<file path="config.mk">
export PLATFORM = sky130hd
export DESIGN_NAME = countdown_ctrl
export DESIGN_NICKNAME = d
export VERILOG_FILES = /design/src/rtl/countdown_ctrl_pkg.sv /design/src/rtl/countdown_ctrl_step.sv /design/src/rtl/countdown_ctrl.sv
export SDC_FILE = /design/constraint.sdc
export NUM_CORES = 1
export LEC_CHECK = 0
export BUFFER_PORTS_ARGS = -buffer_cell sky130_fd_sc_hd__buf_2
export CAP_MARGIN = 30
export CORE_UTILIZATION = 56
export DETAILED_ROUTE_END_ITERATION = 12
export PLACE_DENSITY = 0.75
export SYNTH_ARGS = -nofsm -noshare
export SYNTH_HDL_FRONTEND = slang
export SYNTH_SLANG_ARGS = --single-unit
</file>
<file path="constraint.sdc">
create_clock -name clk -period 2.6 [get_ports clk]
set_clock_uncertainty 0.2 [all_clocks]
set_input_delay 0.78 -clock clk [delete_from_list [all_inputs] [get_ports clk]]
set_output_delay 0.78 -clock clk [all_outputs]
set_load 0.005 [all_outputs]
</file>
<file path="src/rtl/countdown_ctrl_pkg.sv">
// Shared definitions for the centre-screen countdown sequencer:
// FSM state encoding, digit constants and default timing.
package countdown_ctrl_pkg;

    localparam int unsigned PIXEL_CLK_HZ       = 25_000_000;
    localparam int unsigned DEFAULT_STEP_TICKS = PIXEL_CLK_HZ;

    typedef enum logic {
        ST_IDLE = 1'b0,
        ST_RUN  = 1'b1
    } state_e;

    localparam logic [1:0] DIGIT_NONE  = 2'd0;
    localparam logic [1:0] DIGIT_FIRST = 2'd3;
    localparam logic [1:0] DIGIT_LAST  = 2'd1;

    function automatic logic [1:0] next_digit(input logic [1:0] d);
        return d - 2'd1;
    endfunction

endpackage

</file>
<file path="src/rtl/countdown_ctrl_step.sv">
// Step timer: counts enabled cycles and pulses tc on the last cycle of each step.
module step_timer
    import countdown_ctrl_pkg::*;
#(
    parameter int unsigned STEP_TICKS = DEFAULT_STEP_TICKS
) (
    input  logic clk,
    input  logic rst,
    input  logic en,
    input  logic clr,
    output logic tc
);

    localparam int unsigned     CNT_W = (STEP_TICKS > 1) ? $clog2(STEP_TICKS) : 1;
    localparam logic [CNT_W-1:0] LAST = CNT_W'(STEP_TICKS - 1);

    logic [CNT_W-1:0] cnt_q;
    logic [CNT_W-1:0] cnt_d;

    always_comb begin
        tc    = en && (cnt_q == LAST);
        cnt_d = cnt_q;
        if (clr) begin
            cnt_d = '0;
        end else if (en) begin
            cnt_d = tc ? '0 : cnt_q + 1'b1;
        end
    end

    always_ff @(posedge clk) begin
        if (rst) begin
            cnt_q <= '0;
        end else begin
            cnt_q <= cnt_d;
        end
    end

endmodule

</file>
<file path="src/rtl/countdown_ctrl.sv">
// 3-2-1 countdown sequencer for the digit sprite; display outputs are
// latched only on frame_start so a digit never switches mid-frame.
module countdown_ctrl
    import countdown_ctrl_pkg::*;
#(
    parameter int unsigned STEP_TICKS = DEFAULT_STEP_TICKS
) (
    input  logic       clk,
    input  logic       rst,
    input  logic       start,
    input  logic       abort,
    input  logic       pause,
    input  logic       frame_start,
    output logic [1:0] num,
    output logic       show,
    output logic       busy,
    output logic       go
);

    state_e     state_q, state_d;
    logic [1:0] digit_q, digit_d;
    logic [1:0] num_q,   num_d;
    logic       show_q,  show_d;
    logic       busy_q,  busy_d;
    logic       go_q,    go_d;

    logic start_ok;
    logic timer_en;
    logic timer_clr;
    logic tc;

    assign start_ok  = (state_q == ST_IDLE) && start && !abort;
    assign timer_en  = (state_q == ST_RUN) && !pause && !abort;
    // Clearing on abort as well as on start guarantees a restart gets a full first step.
    assign timer_clr = abort || start_ok;

    step_timer #(
        .STEP_TICKS (STEP_TICKS)
    ) u_step_timer (
        .clk (clk),
        .rst (rst),
        .en  (timer_en),
        .clr (timer_clr),
        .tc  (tc)
    );

    always_ff @(posedge clk) begin
        if (rst) begin
            state_q <= ST_IDLE;
            digit_q <= DIGIT_NONE;
            num_q   <= DIGIT_NONE;
            show_q  <= 1'b0;
            busy_q  <= 1'b0;
            go_q    <= 1'b0;
        end else begin
            state_q <= state_d;
            digit_q <= digit_d;
            num_q   <= num_d;
            show_q  <= show_d;
            busy_q  <= busy_d;
            go_q    <= go_d;
        end
    end

    always_comb begin
        state_d = state_q;
        digit_d = digit_q;
        case (state_q)
            ST_IDLE: begin
                if (start_ok) begin
                    state_d = ST_RUN;
                    digit_d = DIGIT_FIRST;
                end
            end
            ST_RUN: begin
                if (abort) begin
                    state_d = ST_IDLE;
                    digit_d = DIGIT_NONE;
                end else if (tc) begin
                    if (digit_q == DIGIT_LAST) begin
                        state_d = ST_IDLE;
                        digit_d = DIGIT_NONE;
                    end else begin
                        digit_d = next_digit(digit_q);
                    end
                end
            end
            default: begin
                state_d = ST_IDLE;
                digit_d = DIGIT_NONE;
            end
        endcase
    end

    always_comb begin
        busy_d = (state_d == ST_RUN);
        go_d   = (state_q == ST_RUN) && !abort && tc && (digit_q == DIGIT_LAST);
        num_d  = num_q;
        show_d = show_q;
        if (frame_start) begin
            num_d  = (state_q == ST_RUN) ? digit_q : DIGIT_NONE;
            show_d = (state_q == ST_RUN);
        end
    end

    assign num  = num_q;
    assign show = show_q;
    assign busy = busy_q;
    assign go   = go_q;

endmodule

</file>
==> results.yml <==
status:
  status: "finished, final reports clean"
routing:
  firstDrtPassIters: 4
  vias: 1301
  ant_nets: 0
  viasPerCell: 5.61
  wl_per_cell_um: 12.8
  drc: 0
  finalWirelength_mm: 2.98
  drtIter0Drc: 24
timing:
  fin_ws_ps: 372
  maxSlewHeadroom_pct: 69.8
  period_share_pct: 85.7
  worstMarginPinSlew_ps: 449
  setup_viol: 0
  maxSlewViolCount: 0
  timing.fmax_mhz: 449
  period_minus_slack_ps: 2230
  finalSetupTns_ps: 0
  fin_hold_ws_ps: 278
  final-hold-violation-count: 0
  rsz0062_at_grt: "false"
die:
  die_h_um: 54.3
  die_area_um2: 2950
  die_w_um: 54.3
  start_util_pct: 60.8
  rows: 18
  core_area_um2: 2520
  io_pins: 11
global_routing:
  grt_max_degree: 22
  gr-usage-all-layers_pct: 24.8
  overflow: 0
  antenna_found_initial: 0
  grt_pass1_wl_mm: 5.15
  grt_pass1_vias: 1242
hold_path:
  holdCritStartpoint: "num[1]$_SDFFE_PP0P_"
  min-delay-path-class: "flip-flop to flip-flop"
worst_setup_path:
  max_stage_delay_ps: 490
  setup.worst_path.start: "pause"
  cp_data_required_time_ps: 2670
  setup.worst_path.start_class: "input port"
  path_class: "input port to flip-flop"
  cp_num_buf_inv: 1
  end_kind: "flip-flop"
  crit_family: "simple AND/OR/NAND/NOR gates"
  crit_fanout: 4
  reg2reg_from: "u_step_timer.cnt_q[14]$_SDFFE_PP0P_"
  cp_cell_sequence: "buf_2, nand4bb_1, nor4_2, nand3_1, or4b_1, a31oi_1"
  worst_path_max_delay_cell: "or4b_1"
  cp.arrival_ps: 2300
cts:
  clk_latency_ps: 330
  ctsRootBufferMaster: "clkbuf_4"
  h-tree-depth: 2
  cts_buffers: 5
  cts_tree: "built"
  cts_resized: 0
  clk_pin_slew_ps: 100
  clockBufferDepth: 2
  post-cts-setup-buffer-count: 0
  clock-sinks: 32
  ctsHoldBuffers: 0
synth:
  synth.cell_area_um2: 1530
  synth_top_flop_cell: "dfxtp_1"
  synthesis.nets: 189
  synth_edf_count: 0
  synth_cell_types: 33
  synth_async_sr_flop_share_pct: 0
  synth_top_area_cell: "dfxtp_1"
  synth_top_area_share_pct: 41.8
  yosysWarnings: 0
  syn_inst: 181
  ys_seq_area_share_pct: 41.8
  synth_area_per_cell_um2: 8.47
  ys_ff_latch: 32
  ys_top_cells_by_area: "dfxtp_1, xor2_1, nor2_1, nand4_1, nand2_1"
power_and_ir_drop:
  ir_worst_vdd_uv: 356
  power_mw: 0.828
  p_leak_nw: 0.626
  powerDensity_nw_per_um2: 478
layout:
  nNetsFinal: 209
  num-fill-cells: 201
  area_delta_synth_final_pct: 13.0
  layout-drive-gt1-share_pct: 14.4
  layout_commonest_cell: "nor2_1"
  num_antenna_cells: 0
  final_cell_mix: "nor2_1, dfxtp_1, xor2_1"
  fin_util_pct: 68.7
place:
  dp_slack_ps: 19.7
  io_buffers: 10
  place_hpwl_mm: 2.17
  gp_congestion: 0.805
run:
  max_cap_violations: 0
[state kept, by name, indices dropped and copies added (netlist names)]
| signal | flops |
|---|---|
| busy | 1 |
| digit_q | 2 |
| go | 1 |
| num | 2 |
| show | 1 |
| u_step_timer.cnt_q | 25 |
[worst paths after layout]
| kind | cells after the start | slack [ps] | endpoint |
|---|---|---|---|
| worst max-delay path | 6 | 370 | digit_q[0]$_SDFFE_PP0P_ |
| worst min-delay path | 2 | 280 | num[1]$_SDFFE_PP0P_ |
| worst max register to register | 5 | 470 | digit_q[0]$_SDFFE_PP0P_ |
| worst min register to register | 2 | 280 | num[1]$_SDFFE_PP0P_ |
[layout make-up]
class / count / area (um2) / share of cell area, %
multi-input cells: 141 / 860 / 49.6
flip-flops and latches: 32 / 641 / 37.0
repair buffers: 18 / 123 / 7.08
clock buffers: 6 / 51.3 / 2.96
well taps: 30 / 37.5 / 2.17
inverters: 3 / 11.3 / 0.650
clock inverters: 2 / 10.0 / 0.578
[cells in the mapped netlist (3+ instances only)]
cell      instances
xnor2_1           5
nand4_1          15
nand2_1          16
buf_2             3
nand3_1           8
xor2_1           17
dfxtp_1          32
and3_1            3
nand2b_1          5
nor3_1            5
nor2_1           34
a21oi_1           7
inv_1             3
[power by group]
group	internal, mW	switching (mW)	total (mW)	leakage [nW]
Clock	0.128	0.162	0.291	0.0380
Sequential	0.494	0.00404	0.498	0.258
Combinational	0.0186	0.0204	0.0391	0.330
[through the flow]
stage / cell area (um2) / instances
finish: 1730 / 232
global route: 1730 / 232
CTS: 1730 / 232
detailed placement: 1670 / 224
global placement: 1670 / 224
floorplan: 1530 / 181
[routing by layer]
| layer | share of wire (%) | up-vias | wire (um) | track usage [%] |
|---|---|---|---|---|
| li1 | - | 676 | - | - |
| met2 | 49 | 19 | 1470 | 41.9 |
| met3 | 3.3 | 6 | 98 | 7.50 |
| met1 | 46 | 600 | 1370 | 28.4 |
| met5 | 0 | - | 0 | 0 |
| met4 | 1.4 | 0 | 42 | 11.5 |
[logic make-up after synthesis]
family / after synthesis / synth area share, %
AOI/OAI and AO/OA: 12 / 4.40
xor gates and xnor gates: 22 / 12.6
adders and majority gates: 2 / 1.63
buffers and inverters: 8 / 2.20
DFF: 32 / 41.8
muxes: 2 / 1.31
and+or+nand+nor: 103 / 36.1
[worst reg2reg max path, stage by stage, from the launching register on]
cell and delay, ps:
dfxtp_1 460, nor4b_1 410, nor2b_1 250, nand3_1 110, or4b_1 490, a31oi_1 160
Note: power is estimated with default switching activity, not from simulation.
